### src/rtl/uart_pkg.sv
// Shared UART definitions: receive FSM states, default sampling geometry and
// the character width.
package uart_pkg;

    localparam int unsigned DEF_SAMPLES_PER_BIT = 8;
    localparam int unsigned DEF_VOTE_CENTER     = 4;
    localparam int unsigned DATA_BITS           = 8;

    typedef enum logic [2:0] {
        IDLE   = 3'd0,
        START  = 3'd1,
        DATA   = 3'd2,
        PARITY = 3'd3,
        STOP   = 3'd4,
        BREAK  = 3'd5
    } rx_state_t;

    function automatic logic majority3(input logic [2:0] v);
        return (v[0] & v[1]) | (v[0] & v[2]) | (v[1] & v[2]);
    endfunction

endpackage

### src/rtl/uart_rx_sync.sv
// Two-flop synchroniser for an idle-high asynchronous UART line; resets to 1
// so a reset never looks like a start bit.
module uart_rx_sync (
    input  logic clk,
    input  logic rst,
    input  logic din,
    output logic dout
);

    logic [1:0] sync_q;

    always_ff @(posedge clk) begin
        if (rst) begin
            sync_q <= 2'b11;
        end else begin
            sync_q <= {sync_q[0], din};
        end
    end

    assign dout = sync_q[1];

endmodule

### src/rtl/uart_rx_sampler.sv
// UART receive sampler: start-bit qualification, 3-sample majority voting per
// bit cell, optional parity and stop-bit checks, one valid pulse per frame.
module uart_rx_sampler
    import uart_pkg::*;
#(
    parameter int unsigned SAMPLES_PER_BIT = DEF_SAMPLES_PER_BIT,
    parameter int unsigned VOTE_CENTER     = DEF_VOTE_CENTER
) (
    input  logic                 clk,
    input  logic                 rst,
    input  logic                 AcqSig_i,
    input  logic                 Rx_i,
    input  logic                 ParityEn_i,
    input  logic                 ParityOdd_i,
    output logic [DATA_BITS-1:0] Data_o,
    output logic                 DataValid_o,
    output logic                 ParityErr_o,
    output logic                 FrameErr_o,
    output logic                 Busy_o
);

    localparam int unsigned CNT_W = $clog2(SAMPLES_PER_BIT);
    localparam int unsigned IDX_W = $clog2(DATA_BITS);

    localparam logic [CNT_W-1:0] VOTE_LO  = CNT_W'(VOTE_CENTER - 1);
    localparam logic [CNT_W-1:0] VOTE_MID = CNT_W'(VOTE_CENTER);
    localparam logic [CNT_W-1:0] VOTE_HI  = CNT_W'(VOTE_CENTER + 1);
    localparam logic [CNT_W-1:0] CNT_LAST = CNT_W'(SAMPLES_PER_BIT - 1);
    localparam logic [IDX_W-1:0] IDX_LAST = IDX_W'(DATA_BITS - 1);

    rx_state_t            state;
    rx_state_t            next_state;
    logic                 sync_rx;
    logic [CNT_W-1:0]     sample_cnt;
    logic [IDX_W-1:0]     bit_idx;
    logic [1:0]           vote_q;
    logic [DATA_BITS-1:0] shift_q;
    logic                 par_en_q;
    logic                 par_odd_q;
    logic                 par_err_q;

    logic                 vote_lo_c;
    logic                 vote_mid_c;
    logic                 decide_c;
    logic                 wrap_c;
    logic                 bit_c;

    uart_rx_sync u_sync (
        .clk  (clk),
        .rst  (rst),
        .din  (Rx_i),
        .dout (sync_rx)
    );

    // Third vote is taken live, so the bit decision lands on that strobe.
    assign bit_c = majority3({vote_q[1], vote_q[0], sync_rx});

    always_ff @(posedge clk) begin
        if (rst) begin
            state <= IDLE;
        end else begin
            state <= next_state;
        end
    end

    always_comb begin
        next_state = state;
        if (AcqSig_i) begin
            unique case (state)
                IDLE:   if (!sync_rx) next_state = START;
                START: begin
                    if (decide_c && bit_c) begin
                        next_state = IDLE;
                    end else if (wrap_c) begin
                        next_state = DATA;
                    end
                end
                DATA: begin
                    if (wrap_c && (bit_idx == IDX_LAST)) begin
                        next_state = par_en_q ? PARITY : STOP;
                    end
                end
                PARITY: if (wrap_c) next_state = STOP;
                STOP:   if (decide_c) next_state = bit_c ? IDLE : BREAK;
                BREAK:  if (sync_rx) next_state = IDLE;
                default: next_state = IDLE;
            endcase
        end
    end

    // Sampling strobes are only meaningful inside a bit cell.
    always_comb begin
        vote_lo_c  = 1'b0;
        vote_mid_c = 1'b0;
        decide_c   = 1'b0;
        wrap_c     = 1'b0;
        if (AcqSig_i) begin
            unique case (state)
                START, DATA, PARITY, STOP: begin
                    vote_lo_c  = (sample_cnt == VOTE_LO);
                    vote_mid_c = (sample_cnt == VOTE_MID);
                    decide_c   = (sample_cnt == VOTE_HI);
                    wrap_c     = (sample_cnt == CNT_LAST);
                end
                default: ;
            endcase
        end
    end

    always_ff @(posedge clk) begin
        if (rst) begin
            sample_cnt  <= '0;
            bit_idx     <= '0;
            vote_q      <= '0;
            shift_q     <= '0;
            par_en_q    <= 1'b0;
            par_odd_q   <= 1'b0;
            par_err_q   <= 1'b0;
            Data_o      <= '0;
            DataValid_o <= 1'b0;
            ParityErr_o <= 1'b0;
            FrameErr_o  <= 1'b0;
            Busy_o      <= 1'b0;
        end else begin
            DataValid_o <= 1'b0;
            if (AcqSig_i) begin
                Busy_o <= (next_state != IDLE);
                // The detection strobe is sample 0 of the start cell.
                if (state == IDLE) begin
                    sample_cnt <= (next_state == START) ? CNT_W'(1) : '0;
                end else if ((next_state == IDLE) || (next_state == BREAK) || wrap_c) begin
                    sample_cnt <= '0;
                end else begin
                    sample_cnt <= sample_cnt + CNT_W'(1);
                end
            end
            if (vote_lo_c) begin
                vote_q[0] <= sync_rx;
            end
            if (vote_mid_c) begin
                vote_q[1] <= sync_rx;
            end
            if (decide_c) begin
                unique case (state)
                    START: begin
                        if (!bit_c) begin
                            par_en_q  <= ParityEn_i;
                            par_odd_q <= ParityOdd_i;
                        end
                    end
                    DATA:   shift_q   <= {bit_c, shift_q[DATA_BITS-1:1]};
                    PARITY: par_err_q <= ((^shift_q) ^ bit_c) != par_odd_q;
                    STOP: begin
                        Data_o      <= shift_q;
                        ParityErr_o <= par_en_q & par_err_q;
                        FrameErr_o  <= ~bit_c;
                        DataValid_o <= 1'b1;
                    end
                    default: ;
                endcase
            end
            if (wrap_c) begin
                if (state == START) begin
                    bit_idx <= '0;
                end else if (state == DATA) begin
                    bit_idx <= bit_idx + IDX_W'(1);
                end
            end
        end
    end

endmodule

### config.mk
export PLATFORM = sky130hd
export DESIGN_NAME = uart_rx_sampler
export DESIGN_NICKNAME = d
export VERILOG_FILES = /design/src/rtl/uart_pkg.sv /design/src/rtl/uart_rx_sync.sv /design/src/rtl/uart_rx_sampler.sv
export SDC_FILE = /design/constraint.sdc
export NUM_CORES = 1
export LEC_CHECK = 0
export CAP_MARGIN = 20
export CORE_MARGIN = 2
export CORE_UTILIZATION = 37
export CTS_CLUSTER_SIZE = 12
export DETAILED_ROUTE_END_ITERATION = 8
export DONT_BUFFER_PORTS = 1
export GPL_TIMING_DRIVEN = 0
export MAX_ROUTING_LAYER = met4
export PLACE_DENSITY = 0.49
export SLEW_MARGIN = 20
export SYNTH_ARGS = -nofsm -noshare
export SYNTH_HDL_FRONTEND = slang
export SYNTH_HIERARCHICAL = 1
export SYNTH_SLANG_ARGS = --single-unit
### constraint.sdc
create_clock -name clk -period 2.95 [get_ports clk]
set_input_delay 0.59 -clock clk [delete_from_list [all_inputs] [get_ports clk]]
set_output_delay 0.59 -clock clk [all_outputs]
set_load 0.05 [all_outputs]
* Yosys cells after proc, flatten, opt, wreduce, memory -nomap -nowiden *
Index checks and enable logic that the tools add are counted.

cells by class
  $add $sub $neg = 2
  eq/ne operators = 13
  muxes and demuxes = 25
  bitwise logic cells = 9
  reductions and logical operators = 16

operators by type and width
  cell                   number
  $mux W3                14
  $eq A3 B3 Y1 const B   7
  $pmux W3 S6            1
  $mux W1                10
  $eq A3 B2 Y1 const B   3
  $reduce_and A2 Y1      4
  $reduce_xor A8 Y1      1
  $add A3 B1 Y3 const B  2
  $eq A3 B1 Y1 const B   2
  $logic_not A3 Y1       2
  $and A1 B1 Y1          4
  $reduce_or A4 Y1       1
  $reduce_and A3 Y1      1
  $reduce_bool A3 Y1     1
  $logic_and A1 B1 Y1    2
  $logic_or A1 B1 Y1     2
  $not A1 Y1             2
  $or A1 B1 Y1           2
  $reduce_bool A2 Y1     1
  $reduce_or A2 Y1       1
  $ne A1 B1 Y1           1
  $xor A1 B1 Y1          1

word-level totals
  bits in registers = 36
  input port bits = 6
  output and inout bits = 12
  logic and storage cells = 80

* Longest topological paths before layout *
  word-level depth = 13
  depth in mapped cells = 8
  gate-level depth less buffers = 8

* By module *
Netlist, hierarchy kept.

modules (own cells, without submodules)
  module           times used  cells an instance  area an instance (um^2)  sequential area each (um^2)
  uart_rx_sampler  1           204                1793.0                   680.7
  uart_rx_sync     1           4                  52.6                     40.0

* Worst setup path before layout *
Ideal clock, no wire load.

  path type = register to register
  start point = reg sample_cnt[0]
  end point = reg sample_cnt[0]
  library setup time = 0.059 ns
  data arrival time = 1.923 ns
  required time = 2.891 ns
  slack = 0.969 ns
  stages on the path, launching flop included = 9
  buffers on the path = 0
  clock period less this slack = 1.981 ns
  cells stage by stage = dfxtp_1 ha_1 ha_1 and2_1 mux2i_1 a211oi_2 a21oi_4 o41a_1 nand2_1

on the way
  cells in the longest elaborated chain, start to end = 12
  elaborated cells between the ends (all ways) = 24
  those cells by class = add/sub (1); eq/ne (4); mux (14); reduce/logical (5)

RTL lines
  item                                                     line                                            RTL
  from (decl)                                              uart_rx_sampler.sv:34                           logic [CNT_W-1:0] sample_cnt;
  from (signal assigned)                                   uart_rx_sampler.sv:130                          sample_cnt <= (next_state == START) ? CNT_W'(1) : '0;
  from (signal assigned)                                   uart_rx_sampler.sv:134                          sample_cnt <= sample_cnt + CNT_W'(1);
  $eq A3 B3 Y1, on equally long branches                   uart_rx_sampler.sv:103, uart_rx_sampler.sv:102
  $mux W1                                                  uart_rx_sampler.sv:98                           unique case (state)
  $mux W1                                                  uart_rx_sampler.sv:97                           if (AcqSig_i) begin
  $mux W3, or another cell as far along                    uart_rx_sampler.sv:74                           end else if (wrap_c) begin
  $mux W3, on equally long branches                        uart_rx_sampler.sv:72, uart_rx_sampler.sv:79
  $pmux W3 S6                                              uart_rx_sampler.sv:69                           unique case (state)
  $mux W3                                                  uart_rx_sampler.sv:68                           if (AcqSig_i) begin
  $eq A3 B3 Y1 / $logic_not A3 Y1 (equally long branches)  uart_rx_sampler.sv:131                          end else if ((next_state == IDLE) || (next_state == BREAK) || wrap_c) begin
  $logic_or A1 B1 Y1 (2 in series)                         uart_rx_sampler.sv:131
  $mux W3                                                  uart_rx_sampler.sv:131
  $mux W3 *                                                uart_rx_sampler.sv:129                          if (state == IDLE) begin

Every way passes the cells marked *; elsewhere a longest branch is shown, timed or not.
A chain may end at the register's enable or synchronous reset.

* Worst setup path in the final report *
Ends and elaborated chain as after synthesis.

==> results.json <==
{
  "rsz0062_at_grt": "no",
  "slew_headroom_pct": 54.15,
  "synth_area_leaders": "dfxtp_1 39%, mux2i_1 12%, nor2_1 6.9%",
  "async_flop_share_pct": 0,
  "syn_nets": 221,
  "worst_slew_pin_slew_ns": 0.6815,
  "boundaryPins": 18,
  "hold_class": "in -> reg",
  "p_leak_nw": 0.8094,
  "fp.dieW_um": 74.63,
  "cts.sinks": 36,
  "worst_hold_slack_ns": 0.3617,
  "clock_skew_ns": 0.007130,
  "ys.flop_type": "dfxtp_1",
  "ir_drop_mv": 0.3003,
  "synth.avg_cell_area_um2": 8.873,
  "ant_nets": 0,
  "place_congestion": 0.9192,
  "dpl.hpwl_um": 2949,
  "clockRootBuffer": "clkbuf_8",
  "cts_tree": "done",
  "p_per_area_nw_per_um2": 447.6,
  "synth_edf_count": 0,
  "drcViolationCount": 0,
  "htree_levels": 2,
  "antenna_found_initial": 0,
  "hold_depth": 1,
  "finalSetupViolCount": 0,
  "hold_viol_final": 0,
  "synthCells": 208,
  "globalRouteTotalUtil_pct": 16.61,
  "die_h_um": 74.63,
  "crit_path_end_kind": "register",
  "diodes": 0,
  "synth_top_area_share_pct": 39.05,
  "initial_core_util_pct": 38.82,
  "area_growth_pct": 9.152,
  "yosys.area.top_type": "dfxtp_1",
  "top_layer": "met4",
  "wl_met2_um": 1804,
  "reg2reg_to": "sample_cnt[0]",
  "rows": 25,
  "r2r_setup_slack_ns": 0.66,
  "fmax_mhz": 436.2,
  "hold_start": "rst",
  "synth_commonest_cells": "36 x dfxtp_1, 34 x nor2_1, 22 x mux2i_1",
  "grt_pass1_vias": 1376,
  "drt-met1-wl_um": 1960,
  "maxCapViolCount": 0,
  "ys_seq_area_share_pct": 39.05,
  "syn_area_um2": 1846,
  "tns_ns": 0,
  "crit_required_ns": 3.18,
  "yosys_warnings": 6,
  "ys_types": 43,
  "first_pass_iters": 4,
  "rr_worst_depth": 8,
  "io_buffers": 0,
  "worstSetupStartpointType": "register",
  "viasPerCell": 5.074,
  "grt_pass1_wl_um": 6734,
  "post-route-period-util_pct": 77.71,
  "min_period_ns": 2.292,
  "cts.clk_slew.worst_paths_ns": 0.08,
  "cts_buffers": 5,
  "nets": 228,
  "grt_start_max_net_pins": 12,
  "postCtsSetupBuffers": 0,
  "path_max_fanout": 7,
  "r2r-start": "sample_cnt[0]",
  "synth_seq_cells": 36,
  "whs_endpoint": "state[0]",
  "core_um2": 4755,
  "post_cts_resized": 0,
  "cts_buffer_depth": 2,
  "drt_wl_total_um": 3977,
  "clock_latency_ns": 0.29,
  "grt.overflow.total": 0,
  "drive_gt1_share_pct": 8.333,
  "critPathArrivalTime_ns": 2.52,
  "outcome": "complete, no violations",
  "first_iter_violations": 92,
  "route.met3.wl_um": 146,
  "yosysMostFrequentCell": "dfxtp_1",
  "critPathKind": "reg -> reg",
  "vias": 1436,
  "die_area_um2": 5569,
  "drv_slew": 0,
  "fill_cells": 481,
  "holdBufCountCts": 0,
  "wl_per_cell_um": 14.05
}
[layout make-up]
| cell class | instances | area [um^2] | share of cell area [%] |
|---|---|---|---|
| buffer | 10 | 48.80 | 2.422 |
| clock buffer | 7 | 76.32 | 3.789 |
| clock inverter | 1 | 8.758 | 0.4348 |
| inverter | 5 | 18.77 | 0.9317 |
| multi-input combinational | 157 | 1057 | 52.48 |
| sequential | 36 | 720.7 | 35.78 |
| tap | 67 | 83.83 | 4.161 |
[report_power, final]
part / total [mW] / internal (mW) / switching [mW]
Combinational: 0.0552 / 0.0200 / 0.0352
Sequential: 0.500 / 0.491 / 0.00926
Clock: 0.347 / 0.169 / 0.178
[placed cells by master (no fill, tap or decap), types with 2 or more instances in the layout]
cell type	n
dfxtp_1	36
nor2_1	34
mux2i_1	22
nand2_1	17
nand3_1	9
o21ai_0	9
clkbuf_1	7
a21oi_1	7
ha_1	7
xnor2_1	6
inv_1	5
clkbuf_8	5
xor2_1	4
and2_1	3
buf_2	3
and3b_1	3
nand2b_1	2
buf_4	2
o31ai_1	2
nor2b_1	2
nor3_1	2
nand3b_1	2
o211ai_1	2
a22oi_1	2
nor4_1	2
or2_1	2
[critical path: stages, from the launching register on]
cell      delay, ns
dfxtp_1        0.46
ha_1           0.22
ha_1           0.27
and2_1         0.18
mux2i_1        0.09
a211oi_2       0.39
a21oi_4        0.14
o41a_1         0.42
nand2_1        0.06
[worst max-delay path by stage]
stage / endpoint / startpoint / depth (start not counted) / slack (ns)
2_1_floorplan: sample_cnt[0] / sample_cnt[0] / 8 / 0.97
3_3_place_gp: sample_cnt[0] / sample_cnt[0] / 8 / 0.70
3_5_place_dp: sample_cnt[0] / sample_cnt[0] / 8 / 0.66
4_1_cts: sample_cnt[0] / sample_cnt[0] / 8 / 0.63
5_1_grt: sample_cnt[0] / sample_cnt[0] / 8 / 0.47
6_report: sample_cnt[0] / sample_cnt[0] / 8 / 0.66
[through the flow]
stage	util [%]	power, mW	cell area [um^2]	worst slack, ns	std cells
after global routing	42.37	0.9513	2014	0.4683	283
after CTS	42.37	0.9172	2014	0.6349	283
after floorplan	-	0.5525	1846	0.9687	208
final	42.37	0.9017	2014	0.6577	283
after global placement	40.58	0.5652	1929	0.6997	275
after detailed placement	40.58	0.5667	1929	0.6587	275
[sequential cells by signal (all words and copies together) (netlist names), 2 cells and up]
register,flops
shift_q,8
Data_o,8
vote_q,2
u_sync/sync_q,2
sample_cnt,3
bit_idx,3
state,3
[cell families after synthesis]
group | count (synthesis) | synth area share (%)
AO/OA/AOI/OAI | 31 | 11.53
AND/OR/NAND/NOR | 85 | 23.12
adder cells (fa/ha/maj) | 8 | 5.356
buffers and inverters | 15 | 3.661
flip-flops | 36 | 39.05
XOR/XNOR | 10 | 4.746
multiplexers | 23 | 12.54
[routing by layer]
layer  vias up  global-route usage [%]
met1       670                   21.77
met3         7                   4.150
met4         0                   7.143
met2        24                   24.29
met5         -                       -
li1        735                       -
(Power assumes the default switching activity.)
